[src/rtl/cfg_pkg.sv]
// Shared types and constants for the layers configuration bus master.
package cfg_pkg;

    localparam int unsigned CFG_DWIDTH_DEF = 32;
    localparam int unsigned CFG_AWIDTH_DEF = 5;

    typedef struct packed {
        logic [CFG_AWIDTH_DEF-1:0] addr;
        logic [CFG_DWIDTH_DEF-1:0] data;
        logic                      last;
    } cfg_entry_t;

    typedef enum logic [2:0] {
        ST_IDLE  = 3'd0,
        ST_ISSUE = 3'd1,
        ST_GAP   = 3'd2,
        ST_STALL = 3'd3,
        ST_DONE  = 3'd4
    } cfg_state_e;

    // Register map of the layers datapath, mirrored from cfg_parameters.vh.
    localparam logic [CFG_AWIDTH_DEF-1:0] CFG_REG_LAYER_TYPE  = 5'd0;
    localparam logic [CFG_AWIDTH_DEF-1:0] CFG_REG_IMG_WIDTH   = 5'd1;
    localparam logic [CFG_AWIDTH_DEF-1:0] CFG_REG_IMG_HEIGHT  = 5'd2;
    localparam logic [CFG_AWIDTH_DEF-1:0] CFG_REG_IN_CHANNELS = 5'd3;
    localparam logic [CFG_AWIDTH_DEF-1:0] CFG_REG_OUT_CHANNELS = 5'd4;
    localparam logic [CFG_AWIDTH_DEF-1:0] CFG_REG_WEIGHT_BASE = 5'd5;
    localparam logic [CFG_AWIDTH_DEF-1:0] CFG_REG_BIAS_BASE   = 5'd6;
    localparam logic [CFG_AWIDTH_DEF-1:0] CFG_REG_SHIFT       = 5'd7;

endpackage

[src/rtl/cfg_fifo.sv]
// Single-clock write buffer with registered occupancy and a combinational head.
module cfg_fifo
    import cfg_pkg::*;
#(
    parameter int unsigned DEPTH   = 8,
    parameter type         entry_t = cfg_entry_t
) (
    input  logic                   clk,
    input  logic                   rst,
    input  logic                   push_i,
    input  entry_t                 wr_entry_i,
    input  logic                   pop_i,
    output entry_t                 head_o,
    output logic                   full_o,
    output logic                   empty_o,
    output logic [$clog2(DEPTH):0] count_o
);

    localparam int unsigned PW = $clog2(DEPTH);
    localparam int unsigned CW = PW + 1;

    entry_t          mem_q [DEPTH];
    logic [PW-1:0]   wr_ptr_q, rd_ptr_q;
    logic [CW-1:0]   count_q, count_d;

    always_comb begin
        count_d = count_q;
        unique case ({push_i, pop_i})
            2'b10:   count_d = count_q + CW'(1);
            2'b01:   count_d = count_q - CW'(1);
            default: count_d = count_q;
        endcase
    end

    // Pointers wrap naturally because DEPTH is a power of two.
    always_ff @(posedge clk) begin
        if (rst) begin
            wr_ptr_q <= '0;
            rd_ptr_q <= '0;
            count_q  <= '0;
        end else begin
            if (push_i) wr_ptr_q <= wr_ptr_q + PW'(1);
            if (pop_i)  rd_ptr_q <= rd_ptr_q + PW'(1);
            count_q <= count_d;
        end
    end

    always_ff @(posedge clk) begin
        if (push_i) mem_q[wr_ptr_q] <= wr_entry_i;
    end

    assign head_o  = mem_q[rd_ptr_q];
    assign full_o  = (count_q == CW'(DEPTH));
    assign empty_o = (count_q == '0);
    assign count_o = count_q;

endmodule

[src/rtl/cfg_writer.sv]
// Configuration bus master: buffers host register writes and replays them as
// spaced cfg_valid strobes, starting a batch only while the datapath is idle.
module cfg_writer
    import cfg_pkg::*;
#(
    parameter int unsigned CFG_DWIDTH = CFG_DWIDTH_DEF,
    parameter int unsigned CFG_AWIDTH = CFG_AWIDTH_DEF,
    parameter int unsigned FIFO_DEPTH = 8,
    parameter int unsigned GAP_CYCLES = 1
) (
    input  logic                        clk,
    input  logic                        rst,
    input  logic [CFG_DWIDTH-1:0]       host_data,
    input  logic [CFG_AWIDTH-1:0]       host_addr,
    input  logic                        host_last,
    input  logic                        host_val,
    output logic                        host_rdy,
    input  logic                        layer_busy,
    output logic [CFG_DWIDTH-1:0]       cfg_data,
    output logic [CFG_AWIDTH-1:0]       cfg_addr,
    output logic                        cfg_valid,
    output logic                        cfg_done,
    output logic [$clog2(FIFO_DEPTH):0] fifo_count
);

    localparam int unsigned GCW      = (GAP_CYCLES > 1) ? $clog2(GAP_CYCLES) : 1;
    localparam int unsigned GAP_LOAD = (GAP_CYCLES > 0) ? GAP_CYCLES - 1 : 0;

    typedef struct packed {
        logic [CFG_AWIDTH-1:0] addr;
        logic [CFG_DWIDTH-1:0] data;
        logic                  last;
    } entry_t;

    entry_t          wr_entry, head;
    logic            fifo_full, fifo_empty;
    logic            push_c, pop_c;

    cfg_state_e      state_q, state_d;
    logic [GCW-1:0]  gap_cnt_q, gap_cnt_d;
    logic            last_q, last_d;
    logic            cfg_valid_q, cfg_valid_d;
    logic            cfg_done_q, cfg_done_d;
    logic [CFG_AWIDTH-1:0] cfg_addr_q, cfg_addr_d;
    logic [CFG_DWIDTH-1:0] cfg_data_q, cfg_data_d;

    assign wr_entry.addr = host_addr;
    assign wr_entry.data = host_data;
    assign wr_entry.last = host_last;

    assign host_rdy = ~fifo_full & ~rst;
    assign push_c   = host_val & host_rdy;

    cfg_fifo #(
        .DEPTH   (FIFO_DEPTH),
        .entry_t (entry_t)
    ) u_fifo (
        .clk        (clk),
        .rst        (rst),
        .push_i     (push_c),
        .wr_entry_i (wr_entry),
        .pop_i      (pop_c),
        .head_o     (head),
        .full_o     (fifo_full),
        .empty_o    (fifo_empty),
        .count_o    (fifo_count)
    );

    always_ff @(posedge clk) begin
        if (rst) state_q <= ST_IDLE;
        else     state_q <= state_d;
    end

    // In ISSUE the entry was already popped, so fifo_empty reflects the remainder.
    always_comb begin
        state_d = state_q;
        unique case (state_q)
            ST_IDLE: begin
                if (!fifo_empty && !layer_busy) state_d = ST_ISSUE;
            end
            ST_ISSUE: begin
                if (last_q)              state_d = ST_DONE;
                else if (GAP_CYCLES > 0) state_d = ST_GAP;
                else if (!fifo_empty)    state_d = ST_ISSUE;
                else                     state_d = ST_STALL;
            end
            ST_GAP: begin
                if (gap_cnt_q == '0) state_d = fifo_empty ? ST_STALL : ST_ISSUE;
            end
            ST_STALL: begin
                if (!fifo_empty) state_d = ST_ISSUE;
            end
            ST_DONE:  state_d = ST_IDLE;
            default:  state_d = ST_IDLE;
        endcase
    end

    // The head is captured and popped on the edge that enters ISSUE.
    always_comb begin
        pop_c       = (state_d == ST_ISSUE);
        cfg_valid_d = pop_c;
        cfg_done_d  = (state_d == ST_DONE);
        cfg_addr_d  = cfg_addr_q;
        cfg_data_d  = cfg_data_q;
        last_d      = last_q;
        gap_cnt_d   = GCW'(GAP_LOAD);
        if (pop_c) begin
            cfg_addr_d = head.addr;
            cfg_data_d = head.data;
            last_d     = head.last;
        end
        if (state_q == ST_GAP && gap_cnt_q != '0) gap_cnt_d = gap_cnt_q - GCW'(1);
    end

    always_ff @(posedge clk) begin
        if (rst) begin
            cfg_valid_q <= 1'b0;
            cfg_done_q  <= 1'b0;
            cfg_addr_q  <= '0;
            cfg_data_q  <= '0;
            last_q      <= 1'b0;
            gap_cnt_q   <= '0;
        end else begin
            cfg_valid_q <= cfg_valid_d;
            cfg_done_q  <= cfg_done_d;
            cfg_addr_q  <= cfg_addr_d;
            cfg_data_q  <= cfg_data_d;
            last_q      <= last_d;
            gap_cnt_q   <= gap_cnt_d;
        end
    end

    assign cfg_valid = cfg_valid_q;
    assign cfg_done  = cfg_done_q;
    assign cfg_addr  = cfg_addr_q;
    assign cfg_data  = cfg_data_q;

endmodule

[config.mk]
export PLATFORM = sky130hd
export DESIGN_NAME = cfg_writer
export DESIGN_NICKNAME = d
export VERILOG_FILES = /design/src/rtl/cfg_pkg.sv /design/src/rtl/cfg_fifo.sv /design/src/rtl/cfg_writer.sv
export SDC_FILE = /design/constraint.sdc
export NUM_CORES = 1
export LEC_CHECK = 0
export ABC_AREA = 1
export CAP_MARGIN = 10
export CORE_MARGIN = 1
export CORE_UTILIZATION = 56
export CTS_BUF_LIST = sky130_fd_sc_hd__clkbuf_16
export DETAILED_ROUTE_END_ITERATION = 16
export PLACE_DENSITY_LB_ADDON = 0.1
export SLEW_MARGIN = 30
export SYNTH_ARGS = -nofsm -noshare
export SYNTH_HDL_FRONTEND = slang
export SYNTH_SLANG_ARGS = --single-unit
[constraint.sdc]
create_clock -name clk -period 6.3 [get_ports clk]
set_input_delay 1.26 -clock clk [delete_from_list [all_inputs] [get_ports clk]]
set_output_delay 1.26 -clock clk [all_outputs]
set_load 0.02 [all_outputs]
==> flow_summary.ini <==
[sta]
finalCritPeriodShare = 0.6570
maxSlewViolCount = 0
setup_violations = 0
rsz0062_at_grt = false
slew_headroom = 0.3333
hold_viol_final = 0
tightest_slew_ps = 1000
setup_tns_ps = 0
fmax_ghz = 0.2416
layout_min_cycle_time_ps = 4139
clock_skew_ps = 7.896

[pwr]
peakVddDrop_mv = 0.3792
p_per_area_nw_per_um2 = 417.5
p_leak_nw = 6.310
power_mw = 6.939

[clock_network]
cts.sinks = 358
cts_setup_buffers = 0
clkLatencyLatePin_ps = 510
clk_pin_slew_worst_paths_ps = 60
cts_resized = 0
htree_num_levels = 2
cts_root_buffer = clkbuf_16
clk_path_buf_depth = 3
hold_buffers = 0
numCtsBuffers = 37
cts_tree = built

[worst_setup_path]
worstPathArrival_ps = 2880
cp-end-kind = primary output
crit_path_max_incr_delay_ps = 650
crit_type = input port to primary output
cp_common_cell = clkdlybuf4s50_1
cp_num_buf_inv = 2
crit_fanout = 11
worstPathRequired_ps = 5040
startpoint_type = input port
crit_chain = clkdlybuf4s50_1, a31oi_1, clkdlybuf4s50_1
crit_family = buffers and inverters
cpMaxStageDelayCell = clkdlybuf4s50_1

[cells_and_area]
antenna_cells = 0
layout-drive-gt1-share = 0.07245
syn2layout_area_growth_pct = 16.46
nets = 1413

[synth]
ys.warnings.count = 0
synth_edf_count = 304
synthCells = 1294
ys_types = 26
ys_top_cells_by_area = edfxtp_1 (64%), nand2_1 (12%), nand3_1 (8.0%)
yosysTopAreaCell = edfxtp_1
ys_seq_area_frac = 0.7154
synthDominantCellAreaShare = 0.6396
syn-cell-area_um2 = 14270
synthFlopType = edfxtp_1
avgSynthCellArea_um2 = 11.03
ys_async_sr_fraction = 0
synth_nets = 1342
synth_seq_cells = 358

[place]
portBuffers = 85
gp_congestion = 0.7374
dpl.hpwl_um = 15530

[min_path]
hp-class = register to register

[drt]
drcViolationCount = 0
dr_total_vias = 9322
drt_iter0_drc = 813
postRouteAntennaNets = 0
drt-total-wl_um = 29300
routedWlPerCell_um = 17.00
drt_first_pass_iters = 5
viasPerCell = 5.407

[global_routing]
grt.overflow.total = 0
grt_usage = 0.2292
antenna_found_initial = 0
grt_pass1_vias = 8912
grt_pass1_wl_um = 46720
grt_start_max_net_pins = 153

[floorplanning]
die_h_um = 161.6
pin_count = 86
dieArea_um2 = 26130
core-area_um2 = 25110
core.rowCount = 58
die_x_um = 161.6
start_util = 0.5684

[status]
status = completed

[run]
cap_violations = 0
Yosys cell counts, types with 2 or more instances:
cell type,instances
nand2_1,439
edfxtp_1,304
nand3_1,227
nor2_1,85
dfxtp_1,54
inv_1,54
buf_2,38
clkbuf_1,22
nor2_2,12
a21oi_1,10
o21ai_0,9
nor3_1,7
buf_4,6
ha_1,5
inv_2,4
buf_6,3
xnor2_1,3
buf_1,2
nand2_2,2
nand4_1,2
logic make-up after synthesis:
group | count (synthesis) | synth area share
AOI/OAI and AO/OA | 20 | 0.007101
xor gates and xnor gates | 4 | 0.002455
and+or+nand+nor | 775 | 0.2276
buffers and inverters | 130 | 0.04146
adders and majority gates | 6 | 0.005786
DFF | 358 | 0.7154
other | 1 | 0.0002627
final timing paths:
| path | startpoint | endpoint | slack [ps] | cells past startpoint |
|---|---|---|---|---|
| setup reg to reg | u_fifo.count_o[2]$_SDFFE_PP0P_ | u_fifo.mem_q[2][25]$_DFFE_PP_ | 3650 | 5 |
| hold / removal | u_fifo.wr_ptr_q[0]$_SDFFE_PP0P_ | u_fifo.wr_ptr_q[0]$_SDFFE_PP0P_ | 500 | 2 |
| hold reg to reg | u_fifo.wr_ptr_q[0]$_SDFFE_PP0P_ | u_fifo.wr_ptr_q[0]$_SDFFE_PP0P_ | 500 | 2 |
| setup / recovery | rst | host_rdy | 2160 | 3 |
sequential cells by signal, indices dropped and copies added (netlist names):
register         flops
last_q               1
cfg_addr             5
u_fifo.wr_ptr_q      3
state_q              3
u_fifo.count_o       4
u_fifo.mem_q       304
cfg_done             1
u_fifo.rd_ptr_q      3
gap_cnt_q            1
cfg_data            32
cfg_valid            1
power breakdown:
part / switching, mW / internal (mW) / total (mW)
Clock: 0.866 / 1.28 / 2.15
Combinational: 1.33 / 0.653 / 1.99
Sequential: 0.0901 / 2.71 / 2.80
Total: 2.29 / 4.65 / 6.94
per-layer routing:
layer,vias up,track usage,wire length (um)
li1,4515,-,-
met1,4504,0.3167,13250
met2,267,0.3783,14010
met3,36,0.03621,1605
met4,0,0.06518,438
met5,-,0,0
worst register-to-register path, cell delays in order, from the launching register on:
cell and delay [ps]:
dfxtp_1 410, inv_1 90, a31oi_1 250, nand3_1 410, nor2_4 740, buf_4 420
cell type report:
cell class | instances | area, um^2
Inverter | 58 | 226.5
Sequential cell | 358 | 10220
Clock buffer | 39 | 975.9
Multi-Input combinational cell | 806 | 3535
Tap cell | 330 | 412.9
Clock inverter | 29 | 234.0
Fill cell | 1873 | 8487
Timing Repair Buffer | 104 | 1022
cell usage in the layout (no fill, tap or decap), types with 5 or more instances in the layout:
cell / Yosys / routed
a21oi_1: 10 / 10
nand3_1: 227 / 227
inv_1: 54 / 61
o21ai_0: 9 / 9
nand2_1: 439 / 439
edfxtp_1: 304 / 304
clkbuf_16: 0 / 39
ha_1: 5 / 5
nor2_1: 85 / 81
clkinv_2: 0 / 7
clkdlybuf4s50_1: 0 / 85
dfxtp_1: 54 / 51
buf_4: 6 / 16
clkinv_1: 0 / 9
nor2_2: 12 / 12
stage by stage:
step / hold slack (ps) / utilization / setup WS (ps) / instances / cell area [um^2]
4_1_cts: 504.1 / 0.6608 / 2177 / 1723 / 16590
3_3_place_gp: 484.9 / 0.6125 / 2198 / 1655 / 15380
5_1_grt: 525.1 / 0.6620 / 2074 / 1724 / 16620
3_5_place_dp: 491.7 / 0.6126 / 2140 / 1655 / 15380
2_1_floorplan: 462.7 / - / 1585 / 1294 / 14270
6_report: 498.8 / 0.6620 / 2161 / 1724 / 16620
No activity file was read; power rests on OpenSTA's default activity.
